[src/rtl/dht22_reader.sv]
// DHT22 single-wire master: start pulse, response handshake, 40-bit capture,
// checksum verification and publication of the humidity:temperature word.
module dht22_reader #(
  parameter int CYCLES_PER_US = 50,
  parameter int START_LOW_US  = 1000,
  parameter int BIT_THRESH_US = 50,
  parameter int TIMEOUT_US    = 200
) (
  input  logic        clk,
  input  logic        rst,
  input  logic        start,
  input  logic        dht_in,
  output logic        dht_oe,
  output logic        busy,
  output logic [31:0] data_out,
  output logic        data_valid,
  output logic [1:0]  error_code
);

  typedef enum logic [2:0] {
    IDLE,
    START_LOW,
    WAIT_RESP,
    RESP_LOW,
    RESP_HIGH,
    BIT_LOW,
    BIT_HIGH,
    CHECK
  } state_t;

  localparam int PW = (CYCLES_PER_US > 1) ? $clog2(CYCLES_PER_US) : 1;
  localparam logic [PW-1:0] PRESC_LAST   = PW'(CYCLES_PER_US - 1);
  localparam logic [15:0]   START_LOW_C  = 16'(START_LOW_US);
  localparam logic [15:0]   BIT_THRESH_C = 16'(BIT_THRESH_US);
  localparam logic [15:0]   TIMEOUT_C    = 16'(TIMEOUT_US);

  localparam logic [1:0] ERR_NONE     = 2'd0;
  localparam logic [1:0] ERR_TIMEOUT  = 2'd1;
  localparam logic [1:0] ERR_CHECKSUM = 2'd2;

  state_t        state_q, state_d;
  logic          sync1_q, sync2_q, line_prev_q;
  logic [PW-1:0] presc_q, presc_d;
  logic [15:0]   us_cnt_q, us_cnt_d;
  logic [39:0]   shift_q, shift_d;
  logic [5:0]    bit_idx_q, bit_idx_d;
  logic [31:0]   data_q, data_d;
  logic          valid_q, valid_d;
  logic [1:0]    err_q, err_d;

  logic          us_tick;
  logic [15:0]   us_elapsed;
  logic          line_rise, line_fall;
  logic          timed_out;
  logic [7:0]    byte_sum;

  always_ff @(posedge clk) begin
    if (rst) begin
      state_q     <= IDLE;
      sync1_q     <= 1'b1;
      sync2_q     <= 1'b1;
      line_prev_q <= 1'b1;
      presc_q     <= '0;
      us_cnt_q    <= '0;
      shift_q     <= '0;
      bit_idx_q   <= '0;
      data_q      <= '0;
      valid_q     <= 1'b0;
      err_q       <= ERR_NONE;
    end else begin
      state_q     <= state_d;
      sync1_q     <= dht_in;
      sync2_q     <= sync1_q;
      line_prev_q <= sync2_q;
      presc_q     <= presc_d;
      us_cnt_q    <= us_cnt_d;
      shift_q     <= shift_d;
      bit_idx_q   <= bit_idx_d;
      data_q      <= data_d;
      valid_q     <= valid_d;
      err_q       <= err_d;
    end
  end

  // us_elapsed is the count as it stands at the end of this cycle, so phase
  // durations compare in whole microseconds without a one-tick lag.
  assign us_tick    = (presc_q == PRESC_LAST);
  assign us_elapsed = (us_tick && us_cnt_q != 16'hFFFF) ? us_cnt_q + 16'd1 : us_cnt_q;
  assign line_rise  = sync2_q & ~line_prev_q;
  assign line_fall  = ~sync2_q & line_prev_q;
  assign timed_out  = (us_elapsed > TIMEOUT_C);
  assign byte_sum   = shift_q[39:32] + shift_q[31:24] + shift_q[23:16] + shift_q[15:8];

  always_comb begin
    state_d   = state_q;
    shift_d   = shift_q;
    bit_idx_d = bit_idx_q;
    data_d    = data_q;
    valid_d   = 1'b0;
    err_d     = err_q;

    case (state_q)
      IDLE: begin
        if (start) begin
          state_d = START_LOW;
          err_d   = ERR_NONE;
        end
      end
      START_LOW: begin
        if (us_elapsed >= START_LOW_C) state_d = WAIT_RESP;
      end
      WAIT_RESP: begin
        if (timed_out) begin
          state_d = IDLE;
          err_d   = ERR_TIMEOUT;
        end else if (line_fall) begin
          state_d = RESP_LOW;
        end
      end
      RESP_LOW: begin
        if (timed_out) begin
          state_d = IDLE;
          err_d   = ERR_TIMEOUT;
        end else if (line_rise) begin
          state_d = RESP_HIGH;
        end
      end
      RESP_HIGH: begin
        if (timed_out) begin
          state_d = IDLE;
          err_d   = ERR_TIMEOUT;
        end else if (line_fall) begin
          state_d   = BIT_LOW;
          bit_idx_d = '0;
          shift_d   = '0;
        end
      end
      BIT_LOW: begin
        if (timed_out) begin
          state_d = IDLE;
          err_d   = ERR_TIMEOUT;
        end else if (line_rise) begin
          state_d = BIT_HIGH;
        end
      end
      BIT_HIGH: begin
        if (timed_out) begin
          state_d = IDLE;
          err_d   = ERR_TIMEOUT;
        end else if (line_fall) begin
          shift_d   = {shift_q[38:0], (us_elapsed > BIT_THRESH_C)};
          bit_idx_d = bit_idx_q + 6'd1;
          state_d   = (bit_idx_q == 6'd39) ? CHECK : BIT_LOW;
        end
      end
      CHECK: begin
        state_d = IDLE;
        if (byte_sum == shift_q[7:0]) begin
          data_d  = shift_q[39:8];
          valid_d = 1'b1;
        end else begin
          err_d = ERR_CHECKSUM;
        end
      end
      default: state_d = IDLE;
    endcase
  end

  // The prescaler restarts with us_cnt on every state change so each phase is
  // measured from its own start rather than from a free-running phase.
  always_comb begin
    presc_d  = us_tick ? '0 : presc_q + PW'(1);
    us_cnt_d = us_elapsed;
    if (state_d != state_q) begin
      presc_d  = '0;
      us_cnt_d = '0;
    end
  end

  assign dht_oe     = (state_q == START_LOW);
  assign busy       = (state_q != IDLE);
  assign data_out   = data_q;
  assign data_valid = valid_q;
  assign error_code = err_q;

endmodule

[config.mk]
export PLATFORM = sky130hd
export DESIGN_NAME = dht22_reader
export DESIGN_NICKNAME = d
export VERILOG_FILES = /design/src/rtl/dht22_reader.sv
export SDC_FILE = /design/constraint.sdc
export NUM_CORES = 1
export LEC_CHECK = 0
export ABC_AREA = 0
export BUFFER_PORTS_ARGS = -buffer_cell sky130_fd_sc_hd__buf_2
export CORE_MARGIN = 1.5
export CORE_UTILIZATION = 60
export DETAILED_ROUTE_END_ITERATION = 6
export GPL_TIMING_DRIVEN = 0
export PLACE_DENSITY = 0.8
export SETUP_SLACK_MARGIN = 0.05
export SLEW_MARGIN = 20
export SYNTH_ARGS = -nofsm -noshare
export SYNTH_HDL_FRONTEND = slang
export SYNTH_SLANG_ARGS = --single-unit
[constraint.sdc]
create_clock -name clk -period 6.3 [get_ports clk]
set_input_delay 0.315 -clock clk [delete_from_list [all_inputs] [get_ports clk]]
set_output_delay 0.315 -clock clk [all_outputs]
set_load 0.005 [all_outputs]
# ---- Yosys cells after proc, flatten, opt, wreduce, memory -nomap -nowiden
# Cells that the tools add are included.
dict set report totals {
  latch_bits 0
  n_memories 0
  romBits 0
  register_bits 109
  output_inout_bits 37
  wordCells 86
  ramBits 0
  input_bits 4
}
dict set report classes {
  muxes 30
  n_mul 0
  div 0
  n_lt_le_gt_ge 3
  bitwise 5
  n_eq_ne 19
  n_shift 0
  add_sub_neg 6
  n_reduce_logical 12
}
# op n
set ops {}
lappend ops {{40-bit 2-to-1 mux} 4}
lappend ops {{40-bit one-hot mux with 2 select lines} 1}
lappend ops {{3-bit 2-to-1 mux} 12}
lappend ops {{8-bit adder} 3}
lappend ops {{6-bit 2-to-1 mux} 4}
lappend ops {{3-bit one-hot mux with 8 select lines} 1}
lappend ops {{16-bit by 1-bit adder with 16-bit output (second input constant)} 1}
lappend ops {{16-bit by 10-bit greater-or-equal comparator with 1-bit output (second input constant)} 1}
lappend ops {{16-bit by 6-bit greater-than comparator with 1-bit output (second input constant)} 1}
lappend ops {{16-bit by 8-bit greater-than comparator with 1-bit output (second input constant)} 1}
lappend ops {{16-bit 2-to-1 mux} 1}
lappend ops {{16-bit != test (second input constant)} 1}
lappend ops {{6-bit by 1-bit adder with 6-bit output (second input constant)} 2}
lappend ops {{3-bit == test (second input constant)} 4}
lappend ops {{6-bit == test (second input constant)} 2}
lappend ops {{2-bit != test (second input constant)} 6}
lappend ops {{6-bit one-hot mux with 2 select lines} 1}
lappend ops {{8-bit == test} 1}
lappend ops {{2-bit 2-to-1 mux} 4}
lappend ops {{3-bit by 2-bit == test with 1-bit output (second input constant)} 2}
lappend ops {{2-bit one-hot mux with 3 select lines} 1}
lappend ops {{3-bit nonzero test} 2}
lappend ops {{5-bit AND reduction} 1}
lappend ops {{5-bit OR reduction} 1}
lappend ops {{13 further kinds} 17}

# ---- Logic depth before layout (Yosys ltp)
dict set report logic_depth {
  word_depth 8
  mapped_depth 16
  ltp_nobuf 16
}

# ---- Worst setup path before layout
# OpenSTA, ideal clock, no wires.
dict set report synth_path {
  path_type {reg-to-reg}
  start {register shift_q[9]}
  end {register data_q[0] (netlist: data_out[0])}
  setup_ns 0.128
  path_stages_with_launch 17
  path_buffers 1
  path_slack_ns 2.011
  arrival_time_ns 4.162
  period_less_slack_ns 4.289
  required_time_ns 6.172
  cell_sequence {dfxtp_1 -> inv_1 -> fa_1 -> fa_1 -> inv_1 -> ha_1 -> inv_1 -> fa_1 -> nor2b_1 -> o21ai_0 -> a21boi_0 -> o21a_1 -> or3_1 -> a211oi_1 -> clkbuf_1 -> mux2i_1 -> nor2_1}
}
dict set report synth_via {
  elab_chain_cells 3
}
# item line
set synth_rtl {}
lappend synth_rtl {{start: declaration} 45} ;# logic [39:0] shift_q, shift_d;
lappend synth_rtl {{start signal: assignment} 77} ;# shift_q <= shift_d;
lappend synth_rtl {{8-bit adder} 92} ;# assign byte_sum = shift_q[39:32] + shift_q[31:24] + shift_q[23:16] + shift_q[15:8];
lappend synth_rtl {{8-bit == test} 158} ;# if (byte_sum == shift_q[7:0]) begin
lappend synth_rtl {{2-bit AND reduction (no line)} --}
lappend synth_rtl {{end signal: assignment} 79} ;# data_q <= data_d;
lappend synth_rtl {{end: declaration} 47} ;# logic [31:0] data_q, data_d;
# Every way passes these cells.
# A chain may end at the register's enable or synchronous reset.

# ---- Worst setup path in the final report
dict set report layout_path {
  start {register shift_q[9]}
  end {register data_q[18] (netlist: data_out[18])}
}
# Same word-level chain as after synthesis.

==> flow_metrics.tcl <==
set metrics [dict create \
    grt_first_pass_wirelength_um 21400 \
    num_antenna_cells 0 \
    syn-cell-area_sq_mm 0.00549 \
    critPathRequiredTime_ps 6560 \
    critPathKind "reg2reg" \
    drive_gt1_share_pct 11.5 \
    power.total_mw 1.18 \
    drt_first_pass_iters 7 \
    clockBufferDepth 2 \
    postRouteAntennaNets 0 \
    vias 4714 \
    synth_edf_count 0 \
    drv_slew 0 \
    insertion_delay_ps 380 \
    htreeDepth 3 \
    antenna_found_initial 0 \
    worst_pin_slew_ps 875 \
    grtUsageTotal_pct 27.1 \
    worst-path-max-fanout 10 \
    synthTopCellsByCount "dfxtp_1 (109), a21oi_1 (62), nand2_1 (59)" \
    synth.area.top_cells "dfxtp_1 (40%), mux2i_1 (6.2%), a21oi_1 (5.7%), fa_1 (5.1%), nand3_1 (4.8%)" \
    yosys.area.top_type_share_pct 39.8 \
    power.leakage_nw 2.16 \
    post_cts_buffers 0 \
    timing.setup.tns_ps 0 \
    viasPerCell 5.93 \
    synth_most_common_cell "dfxtp_1" \
    area_delta_synth_final_pct 10.2 \
    ys.flop_type "dfxtp_1" \
    status "complete, but fails checks" \
    setup_ws_ps 1350 \
    wl_per_cell_um 16.0 \
    grt_pass1_vias 4604 \
    fin_crit_ps 4950 \
    initial_core_util_pct 62.3 \
    path_clk_slew_ps 120 \
    cp.arrival_ps 5210 \
    wl_um 12700 \
    endpoint_kind "flop" \
    power_density_mw_per_mm2 196 \
    ys_types 58 \
    worstSetupStartpointType "flop" \
    cts_hold_buf 0 \
    io_buffers 39 \
    synth_seq_cells 109 \
    synth.net_count 661 \
    num_io_pins 41 \
    die_h_um 98.6 \
    synthCells 632 \
    cts.sinks 109 \
    place_ws_ps 1370 \
    cts_tree "yes" \
    nNetsFinal 711 \
    routabilityCongestion 0.878 \
    synth.avg_cell_area_sq_um 8.68 \
    root_buffer "clkbuf_8" \
    dp_hpwl_um 9450 \
    hold_violations 0 \
    yosysTopAreaCell "dfxtp_1" \
    max_freq_mhz 202 \
    place_inst 779 \
    async_reset_ff_share_pct 0 \
    synth-warning-count 0 \
    clock_skew_ps 21.2 \
    min_path_type "in2reg" \
    final_area_sq_mm 0.00605 \
    grt_max_degree 24 \
    relSlewSlack_pct 41.6 \
    yosysSeqAreaShare_pct 39.8 \
    cts-resized-gates 0 \
    violations "design-rule violations" \
    maxCapViolations 0 \
    die_x_um 98.6 \
    core_sq_mm 0.00881 \
    rows 34 \
    period_share_pct 78.5 \
    placed_area_sq_mm 0.00582 \
    drtIter0Drc 175 \
    dieArea_sq_mm 0.00973 \
    cts_buffers 9 \
    fin_cells 795 \
    ir_drop_mv 0.213 \
    setup_viol 0 \
    grt_overflow 0 \
    rsz0062_at_grt "false" \
    drc_errors 1 \
]
-- placed cells by master (no fill, tap or decap), types with 7 or more instances in the layout --
| master | instances |
|---|---|
| dfxtp_1 | 109 |
| a21oi_1 | 62 |
| nand2_1 | 59 |
| nand3_1 | 53 |
| nor2_1 | 45 |
| buf_2 | 40 |
| clkbuf_1 | 37 |
| mux2i_1 | 34 |
| inv_1 | 32 |
| xnor2_1 | 20 |
| nor3_1 | 17 |
| fa_1 | 14 |
| xor2_1 | 13 |
| o21ai_0 | 12 |
| ha_1 | 11 |
| nor4_1 | 9 |
| nand4_1 | 9 |
| clkbuf_8 | 9 |
| or2_2 | 8 |
| nor2b_1 | 7 |
| and3_1 | 7 |
-- logic make-up after synthesis --
| logic type | count (synthesis) | share of synthesized area [%] |
|---|---|---|
| simple gates | 247 | 22.8 |
| flops | 109 | 39.8 |
| compound gates | 112 | 13.1 |
| xor+xnor | 33 | 5.27 |
| mux | 35 | 6.41 |
| buf+inv | 71 | 5.02 |
| fa+ha+maj | 25 | 7.62 |
-- metal layers --
layer	vias to the layer above	track usage (%)	part of all wire, %
met4	0	11.5	3.1
met5	-	0	0
met1	2247	32.0	42
met3	32	4.96	4.0
met2	125	48.3	51
li1	2310	-	-
-- path summary, 6_finish.rpt --
| check | startpoint | end | slack, ps | cells past startpoint |
|---|---|---|---|---|
| min | dht_in | sync1_q | 110 | 2 |
| min reg2reg | sync1_q | sync2_q | 430 | 1 |
| max | shift_q[9] | data_out[18] | 1350 | 16 |
| max reg2reg | shift_q[9] | data_out[18] | 1350 | 16 |
-- registers in the layout, indices dropped and copies added, names as in the netlist --
| name | count |
|---|---|
| sync2_q | 1 |
| sync1_q | 1 |
| error_code | 2 |
| presc_q | 6 |
| line_prev_q | 1 |
| bit_idx_q | 6 |
| data_valid | 1 |
| shift_q | 40 |
| data_out | 32 |
| state_q | 3 |
| us_cnt_q | 16 |
-- cell type report --
cell class	count	area (sq um)
repair buffers	39	195
plain buffers	39	155
inverters	32	120
fillers	728	2760
clock buffers	9	124
well taps	108	135
clock inverters	7	101
flip-flops and latches	109	2180
multi-input cells	452	3040
-- worst max-delay path: stages, from the launching register on --
cell,delay (ps)
dfxtp_1,410
inv_1,90
fa_1,510
fa_1,510
inv_1,40
ha_1,190
inv_1,70
fa_1,190
nor2b_1,50
o21ai_0,270
a21boi_0,140
o21a_1,200
or3_1,390
a211oi_2,770
clkbuf_1,620
mux2i_1,290
nor2_1,70
-- report_power, final --
part / internal (mW) / total (mW) / switching (mW)
logic: 0.0115 / 0.0417 / 0.0301
registers: 0.692 / 0.694 / 0.00172
clock network: 0.166 / 0.448 / 0.282
-- stage by stage --
stage                     utilization [%]  hold WS [ps]
final                                68.7           113
after CTS                            68.7           106
after floorplan                         -           389
after detailed placement             66.1           410
after global placement               66.1           402
after global routing                 68.7           109
No activity file was read; power rests on OpenSTA's default activity.
